==> config.mk <==
export PLATFORM = sky130hd
export DESIGN_NAME = rc_c2f_buffer
export DESIGN_NICKNAME = d
export VERILOG_FILES = /design/src/rtl/lotr_pkg.sv /design/src/rtl/rc_c2f_id_fifo.sv /design/src/rtl/rc_c2f_buffer.sv
export SDC_FILE = /design/constraint.sdc
export NUM_CORES = 1
export LEC_CHECK = 0
export ABC_CLOCK_PERIOD_IN_PS = 3000
export BUFFER_PORTS_ARGS = -buffer_cell sky130_fd_sc_hd__clkbuf_2
export CAP_MARGIN = 20
export CORE_ASPECT_RATIO = 0.75
export CORE_MARGIN = 10
export CORE_UTILIZATION = 58
export DETAILED_ROUTE_END_ITERATION = 10
export PLACE_DENSITY = 0.8
export SLEW_MARGIN = 10
export SYNTH_ARGS = -nofsm -noshare
export SYNTH_HDL_FRONTEND = slang
export SYNTH_SLANG_ARGS = --single-unit
export TNS_END_PERCENT = 5
==> constraint.sdc <==
create_clock -name QClk -period 3 [get_ports QClk]
set_clock_uncertainty 0.15 [all_clocks]
set_input_delay 0.3 -clock QClk [delete_from_list [all_inputs] [get_ports QClk]]
set_output_delay 0.3 -clock QClk [all_outputs]
set_load 0.1 [all_outputs]
==> src/rtl/lotr_pkg.sv <==
// lotr_pkg: shared opcode/state types, C2F sizing and a lowest-set-bit helper for the ring controller
package lotr_pkg;
  localparam int C2F_ENTRIESNUM = 4;
  localparam int C2F_MSB = 3;
  localparam int C2F_ENC_MSB = 1;
  localparam int C2F_ID_W = C2F_ENC_MSB + 1;
  typedef enum logic [1:0] {RD = 2'd0, RD_RSP = 2'd1, WR = 2'd2, WR_BCAST = 2'd3} t_opcode;
  typedef enum logic [2:0] {
    FREE, WRITE, WRITE_BCAST, WRITE_BCAST_PRGRS, READ, READ_PRGRS, READ_RDY, ERROR
  } t_state;
  typedef struct packed {
    t_state      state;
    t_opcode     opcode;
    logic [31:0] addr;
    logic [31:0] data;
    logic [1:0]  thread;
  } t_entry;
  function automatic logic [C2F_ID_W-1:0] first_set(input logic [C2F_MSB:0] v);
    first_set = '0;
    for (int i = C2F_MSB; i >= 0; i--) if (v[i]) first_set = C2F_ID_W'(i);
  endfunction
endpackage

==> src/rtl/rc_c2f_id_fifo.sv <==
// rc_c2f_id_fifo: issue-order FIFO of entry ids
// Ports: clk_i/rst_ni clock and async active-low reset; push_i/id_i write; pop_i read (only when non-empty);
//        empty_o no ids held; head_o oldest id.
module rc_c2f_id_fifo #(
  parameter int DEPTH = 4,
  parameter int W = 2
) (
  input  logic         clk_i,
  input  logic         rst_ni,
  input  logic         push_i,
  input  logic [W-1:0] id_i,
  input  logic         pop_i,
  output logic         empty_o,
  output logic [W-1:0] head_o
);
  localparam int PW = $clog2(DEPTH);
  localparam int CW = $clog2(DEPTH + 1);
  logic [W-1:0]  mem_q [DEPTH];
  logic [PW-1:0] wr_q, rd_q;
  logic [CW-1:0] cnt_q;
  function automatic logic [PW-1:0] inc(input logic [PW-1:0] p);
    return p == PW'(DEPTH - 1) ? '0 : p + 1'b1;
  endfunction
  assign empty_o = cnt_q == '0;
  assign head_o = mem_q[rd_q];
  always_ff @(posedge clk_i) if (push_i) mem_q[wr_q] <= id_i;
  always_ff @(posedge clk_i or negedge rst_ni)
    if (!rst_ni) begin
      wr_q <= '0;
      rd_q <= '0;
      cnt_q <= '0;
    end else begin
      wr_q <= push_i ? inc(wr_q) : wr_q;
      rd_q <= pop_i ? inc(rd_q) : rd_q;
      cnt_q <= cnt_q + CW'(push_i) - CW'(pop_i);
    end
endmodule

==> src/rtl/rc_c2f_buffer.sv <==
// rc_c2f_buffer: core-to-fabric request buffer, issues in arrival order and matches ring returns
// Ports: QClk/RstQnt clock and async active-low reset; CoreReq* core request in, C2fFull no free entry;
//        C2fReq* head request to arbiter, C2fReqGnt grant; RingRsp*/RingBcastRet* ring returns;
//        CoreRsp* read completion to core; C2fError sticky protocol error.
module rc_c2f_buffer
  import lotr_pkg::*;
(
  input  logic                QClk,
  input  logic                RstQnt,
  input  logic                CoreReqValid,
  input  t_opcode             CoreReqOpcode,
  input  logic [31:0]         CoreReqAddress,
  input  logic [31:0]         CoreReqData,
  input  logic [1:0]          CoreReqThread,
  output logic                C2fFull,
  output logic                C2fReqValid,
  output t_opcode             C2fReqOpcode,
  output logic [31:0]         C2fReqAddress,
  output logic [31:0]         C2fReqData,
  output logic [C2F_ID_W-1:0] C2fReqId,
  input  logic                C2fReqGnt,
  input  logic                RingRspValid,
  input  logic [1:0]          RingRspId,
  input  logic [31:0]         RingRspData,
  input  logic                RingBcastRetValid,
  input  logic [1:0]          RingBcastRetId,
  output logic                CoreRspValid,
  output logic [1:0]          CoreRspThread,
  output logic [31:0]         CoreRspData,
  output logic                C2fError
);
  t_entry ent_q [C2F_ENTRIESNUM];
  t_entry ent_d [C2F_ENTRIESNUM];
  logic err_q, err_d;
  logic [C2F_MSB:0] free_v, rdy_v;
  logic [C2F_ID_W-1:0] head_id, alloc_id, dlv_id;
  logic empty, alloc_ok, pop, rsp_ok, bc_ok;
  for (genvar i = 0; i < C2F_ENTRIESNUM; i++) begin : g_v
    assign free_v[i] = ent_q[i].state == FREE;
    assign rdy_v[i] = ent_q[i].state == READ_RDY;
  end
  assign alloc_id = first_set(free_v);
  assign dlv_id = first_set(rdy_v);
  assign C2fFull = ~|free_v;
  assign alloc_ok = CoreReqValid && !C2fFull && CoreReqOpcode != RD_RSP;
  assign pop = C2fReqGnt && !empty;
  assign rsp_ok = RingRspValid && ent_q[RingRspId].state == READ_PRGRS;
  assign bc_ok = RingBcastRetValid && ent_q[RingBcastRetId].state == WRITE_BCAST_PRGRS;
  assign err_d = err_q || (CoreReqValid && (C2fFull || CoreReqOpcode == RD_RSP))
               || (RingRspValid && !rsp_ok) || (RingBcastRetValid && !bc_ok);
  rc_c2f_id_fifo #(.DEPTH(C2F_ENTRIESNUM), .W(C2F_ID_W)) u_fifo (
    .clk_i(QClk), .rst_ni(RstQnt), .push_i(alloc_ok), .id_i(alloc_id),
    .pop_i(pop), .empty_o(empty), .head_o(head_id)
  );
  // Every event touches a distinct entry (each requires a different pre-edge state), so all apply together.
  always_comb begin
    ent_d = ent_q;
    if (pop)
      ent_d[head_id].state = ent_q[head_id].state == WRITE ? FREE :
                             ent_q[head_id].state == READ ? READ_PRGRS : WRITE_BCAST_PRGRS;
    if (alloc_ok)
      ent_d[alloc_id] = '{state: CoreReqOpcode == RD ? READ : CoreReqOpcode == WR ? WRITE : WRITE_BCAST,
                          opcode: CoreReqOpcode, addr: CoreReqAddress, data: CoreReqData,
                          thread: CoreReqThread};
    if (rsp_ok) begin
      ent_d[RingRspId].state = READ_RDY;
      ent_d[RingRspId].data = RingRspData;
    end
    if (bc_ok) ent_d[RingBcastRetId].state = FREE;
    if (|rdy_v) ent_d[dlv_id].state = FREE;
  end
  always_ff @(posedge QClk or negedge RstQnt)
    if (!RstQnt) begin
      ent_q <= '{default: '0};
      err_q <= 1'b0;
    end else begin
      ent_q <= ent_d;
      err_q <= err_d;
    end
  assign C2fReqValid = !empty;
  assign C2fReqOpcode = C2fReqValid ? ent_q[head_id].opcode : RD;
  assign C2fReqAddress = C2fReqValid ? ent_q[head_id].addr : '0;
  assign C2fReqData = C2fReqValid ? ent_q[head_id].data : '0;
  assign C2fReqId = C2fReqValid ? head_id : '0;
  assign CoreRspValid = |rdy_v;
  assign CoreRspThread = CoreRspValid ? ent_q[dlv_id].thread : '0;
  assign CoreRspData = CoreRspValid ? ent_q[dlv_id].data : '0;
  assign C2fError = err_q;
endmodule

# Yosys cells after proc, flatten, opt, wreduce, memory -nomap -nowiden
# Memory sizes are Yosys's and may differ from the RTL's.
# Cells that the tools add are included.
[classes]
n_addsub = 4
order_cmp = 10
eq_ne = 13
n_mux = 57
n_bitwise = 5
n_reduce_logical = 29
[op_table]
columns = ["op", "n"]
rows = [
  ["284-bit bitwise mux", 6],
  ["284-bit two-way mux", 5],
  ["71-bit demux with 2-bit select", 6],
  ["71-bit two-way mux", 11],
  ["71-bit binary-select mux with 2-bit select", 4],
  ["34-bit two-way mux", 3],
  ["32-bit two-way mux", 3],
  ["2-bit two-way mux", 14],
  ["3-bit == test, second input constant", 6],
  ["3-bit >= comparator, second input constant", 5],
  ["3-bit logical NOT", 5],
  ["3-bit by 1-bit less-than comparator with 1-bit output, second input constant", 5],
  ["2-bit inverter with 3-bit output", 5],
  ["1-bit logical AND", 13],
  ["3-bit two-way mux", 3],
  ["4-bit OR reduction", 2],
  ["2-bit == test, second input constant", 3],
  ["2-bit by 1-bit adder with 2-bit output, second input constant", 2],
  ["1-bit logical NOT", 4],
  ["1-bit logical OR", 4],
  ["3-bit by 1-bit adder with 3-bit output", 1],
  ["3-bit by 1-bit == test with 1-bit output, second input constant", 1],
  ["3-bit by 2-bit == test with 1-bit output, second input constant", 1],
  ["3-bit by 1-bit subtractor with 3-bit output", 1],
  ["other kinds (4)", 5],
]
[totals]
register_bits = 292
ram_bits = 8
in_bits = 110
out_inout_bits = 106
elab_cells = 143
mem_count = 1
[mem_list]
columns = ["name", "depth", "word_bits", "rd", "rd_clocked_by_memory_dff", "wr", "line_no", "text"]
rows = [
  ["u_fifo.mem_q", 4, 2, 1, 0, 1, "rc_c2f_id_fifo.sv:18", "logic [W-1:0] mem_q [DEPTH];"],
]

# Depth between registers and ports, before layout
[logic_depth]
ltp_word = 19
ltp_mapped = 11
depth_no_buf = 11

# Modules after synthesis
# From an unflattened synthesis, not the netlist that was laid out.
[hier_totals]
cells_unflattened = 1445
area_unflattened_um2 = 15929.0
[by_module_without_submodules]
columns = ["module", "n_inst", "cells_each", "area_per_inst_um2", "seq_area_each_um2"]
rows = [
  ["rc_c2f_buffer", 1, 1400, 15234.6, 7131.8],
  ["rc_c2f_id_fifo", 1, 45, 694.4, 415.4],
]

# Least setup slack after synthesis
# No wires, ideal clock.
[synth_timing]
kind = "reg2out"
start = "reg ent_q[283] (netlist bit)"
end = "out CoreRspData[17]"
arrival_time_ns = 3.957
required_ns = 2.550
setup_slack_ns = -1.407
stages_incl_launch_ff = 8
path_buffers = 1
path_cell_list = "dfrtp_1 inv_1 nor3b_2 nor3_1 inv_1 clkbuf_1 o221ai_1 a31oi_1"
[synth_between]
elab_cells_between_ends = 8
classes_between = "1 x eq/ne; 5 x mux; 1 x bitwise; 1 x reduce/logical"
[synth_lines]
columns = ["item", "line_no", "text"]
rows = [
  ["start, declared", "rc_c2f_buffer.sv:32", "t_entry ent_q [C2F_ENTRIESNUM];"],
  ["start signal, assigned", "rc_c2f_buffer.sv:77", "ent_q <= ent_d;"],
  ["3-bit == test", "rc_c2f_buffer.sv:40", "assign rdy_v[i] = ent_q[i].state == READ_RDY;"],
  ["4-bit OR reduction", "rc_c2f_buffer.sv:85", "assign CoreRspValid = |rdy_v;"],
  ["named net CoreRspValid", "rc_c2f_buffer.sv:27", "output logic CoreRspValid,"],
  ["32-bit two-way mux", "rc_c2f_buffer.sv:87", "assign CoreRspData = CoreRspValid ? ent_q[dlv_id].data : '0;"],
  ["end, declared", "rc_c2f_buffer.sv:29", "output logic [31:0] CoreRspData,"],
]
# The timed path passes the listed nets, and every way through them passes these cells. The select of a mux whose other input is x is not followed.

# Final worst setup path
[layout_timing]
start = "reg u_fifo.rd_q[0]"
end = "out C2fReqData[18]"
[layout_between]
elab_chain_cells = 6
[layout_lines]
columns = ["item", "line_no", "text"]
rows = [
  ["start, declared", "rc_c2f_id_fifo.sv:19", "logic [PW-1:0] wr_q, rd_q;"],
  ["start signal, assigned", "rc_c2f_id_fifo.sv:34", "rd_q <= pop_i ? inc(rd_q) : rd_q;"],
  ["memory 4 x 2 bit", "--", ""],
  ["2-bit inverter with 3-bit output (implied by the code)", "rc_c2f_buffer.sv:83", "assign C2fReqData = C2fReqValid ? ent_q[head_id].data : '0;"],
  ["71-bit binary-select mux with 2-bit select", "rc_c2f_buffer.sv:83", ""],
  ["71-bit two-way mux (implied by the code) (2 in series)", "rc_c2f_buffer.sv:83", ""],
  ["32-bit two-way mux", "rc_c2f_buffer.sv:83", ""],
  ["end, declared", "rc_c2f_buffer.sv:19", "output logic [31:0] C2fReqData,"],
]
# No other way between the ends. The select of a mux whose other input is x is not followed.

==> results.md <==
* Max_slew headroom at 43.81%
* RSZ-0062 raised after global routing: true
* Routed wire per std cell at 25.08 um
* CTS tree: yes
* Cells after synthesis at 1569
* Synth top cells by count: 433 x nand2_1, 292 x dfrtp_1, 105 x mux2i_1
* CP endpoint kind: primary output
* Hpwl dp at 33100 um
* Vias in the first global route at 15850
* Post-layout min period at 3.282 ns
* Dominant cell by count in the synthesized netlist: nand2_1
* EDFF count, synth at 8
* WP data required at 2.55 ns
* Worst-path clk slew at 0.07 ns
* Die area at 0.03460 mm^2
* Clk Latency, worst-skew pair at 0.55 ns
* Worst Tran Pin Value at 0.8429 ns
* Worst setup margin at -0.2819 ns
* Mean post-synth cell area at 10.17 um^2
* Synth area leader: dfrtp_1
* Main synth FF type: dfrtp_1
* Setup crit start kind: register
* CP Class: reg -> out
* Root buffer cell: clkbuf_16
* DRT Pass-1 Iters at 8
* FFs w/ async S/R, synth at 97.33%
* Synth warn at 0
* Max-cap violations at 0
* WL final at 57190 um
* Synthesized area at 0.01595 mm^2
* Area Growth Syn to Fin at 38.66%
* Layout cells sized above 1 at 29.14%
* Ranking of synthesized cells by area: dfrtp_1 46%, nand2_1 10%, mux4_2 10%
* Starting Density at 58.93%
* Synth unique cells at 56
* Period utilisation layout at 109.4%
* Failing checks: setup timing
* Final Setup Violations at 95
* Die X at 211.5 um
* Outcome: finished, violations left
* Port Buffer Count at 215
* Clk buf depth at 3
* Synth Register Bits at 300
* Worst-path fanout max at 8
* First-pass GRT wire length at 89180 um
* CP arrival at 2.83 ns
* Gr ovfl total at 0
* Std cell rows at 52
* Die height at 163.6 um
* Pin count of the biggest net entering global routing at 101
* Number of routed nets with antenna violations at 0
* Initial antenna violation count at 4
* # nets final at 2021
* Post-synth top area share at 45.81%
* Total GRT Usage at 32.48%
* DRT iter0 DRCs at 1917
* Fmax at 0.3047 GHz
* Via total after detailed routing at 14850
* WHS at 0.02568 ns
* Post-Syn Nets at 1687
* H-tree depth at 1
* Max-slew violation count at 0
* Hold crit path type: in -> reg
* Num CTS Buffers at 29
* Vias per cell at 6.512
* Drt drc at 0
* Core area at 0.02707 mm^2
* Sum of negative setup slack at -16.26 ns
* Hold Vio Cnt, Final at 0
* GPL Wtd Cong at 0.9585
* Register area share after synthesis at 47.32%
* Sink Count at 300
* Ports at 216
per-stage QoR:
step / instances / utilization [%] / cell area, um^2 / worst slack, ns
after floorplan: 1569 / - / 16030 / -0.6147
after global placement: 2080 / 71.37 / 19320 / 0.1729
after detailed placement: 2080 / 71.37 / 19320 / 0.1358
after CTS: 2276 / 80.93 / 21900 / -0.2598
after global routing: 2279 / 81.70 / 22110 / -0.3270
final: 2280 / 81.71 / 22120 / -0.2819
layout make-up:
cell class / instances / area (um^2)
Fill cell: 1425 / 4950
Antenna cell: 4 / 10.01
Sequential cell: 300 / 7553
Clock buffer: 44 / 882.1
Tap cell: 351 / 439.2
Clock inverter: 9 / 98.84
Multi-Input combinational cell: 1136 / 8242
Timing Repair Buffer: 418 / 4818
Inverter: 18 / 72.57
worst paths after layout:
check | startpoint | endpoint | slack [ns] | depth (start not counted)
worst max-delay path | u_fifo.rd_q[0]$_DFFE_PN0N_ | C2fReqData[18] | -0.28 | 6
worst max register to register | u_fifo.rd_q[0]$_DFFE_PN0N_ | ent_q[70]$_DFF_PN0_ | 0.08 | 8
worst min register to register | register | register | 0.33 | 2
worst min-delay path | RingRspId[0] | ent_q[69]$_DFF_PN0_ | 0.03 | 3
min in group asynchronous | RstQnt | ent_q[235]$_DFF_PN0_ | 0.24 | 2
max in group asynchronous | RstQnt | ent_q[227]$_DFF_PN0_ | 1.64 | 3
what timing repair did:
item                                    4_1_cts  5_1_grt
setup buffers                                 6        0
hold endpoints to repair                    364        0
hold buffers                                136        0
gates resized for setup                      33       41
endpoints found under the setup margin       99      130
gates cloned                                  1        0
pin swaps                                     1        2
critical path: stages, from the launching register on:
cell     delay (ns)
dfrtp_2        0.40
mux4_4         0.70
buf_12         0.20
buf_12         0.15
mux4_2         0.43
and2_1         0.22
buf_12         0.18
cell families (layout without fill, tap and decap cells):
logic type / after synthesis / in the layout / synth area share (%)
AND/OR/NAND/NOR: 639 / 639 / 17.05
flip-flops: 300 / 300 / 47.32
multiplexers: 249 / 249 / 21.84
AO/OA/AOI/OAI: 237 / 237 / 9.296
buffers and inverters: 133 / 489 / 3.608
adder cells (fa/ha/maj): 8 / 8 / 0.6746
XOR/XNOR: 3 / 3 / 0.2118
other: 0 / 4 / 0
placed cells by master, fill, tap and decap left out, types with 29 or more instances in the layout:
cell           count
a21oi_1           38
a31oi_1           33
and2_1            63
buf_12           124
buf_4             36
clkbuf_16         29
clkbuf_2         112
dfrtp_1          287
dlygate4sd3_1    136
mux2_2            71
mux2i_1          105
mux4_2            69
nand2_1          428
nor2_1            79
o21ai_0           79
per-layer routing:
| layer | global-route usage (%) | vias up | routed length (um) |
|---|---|---|---|
| met2 | 52.20 | 1196 | 27350 |
| met3 | 6.626 | 247 | 6553 |
| li1 | - | 6181 | - |
| met5 | 0 | - | 0 |
| met4 | 15.72 | 0 | 2776 |
| met1 | 41.59 | 7223 | 20510 |
Power is not shown: default switching activity piles up to over one toggle a cycle in this logic, so the estimate is an artifact.
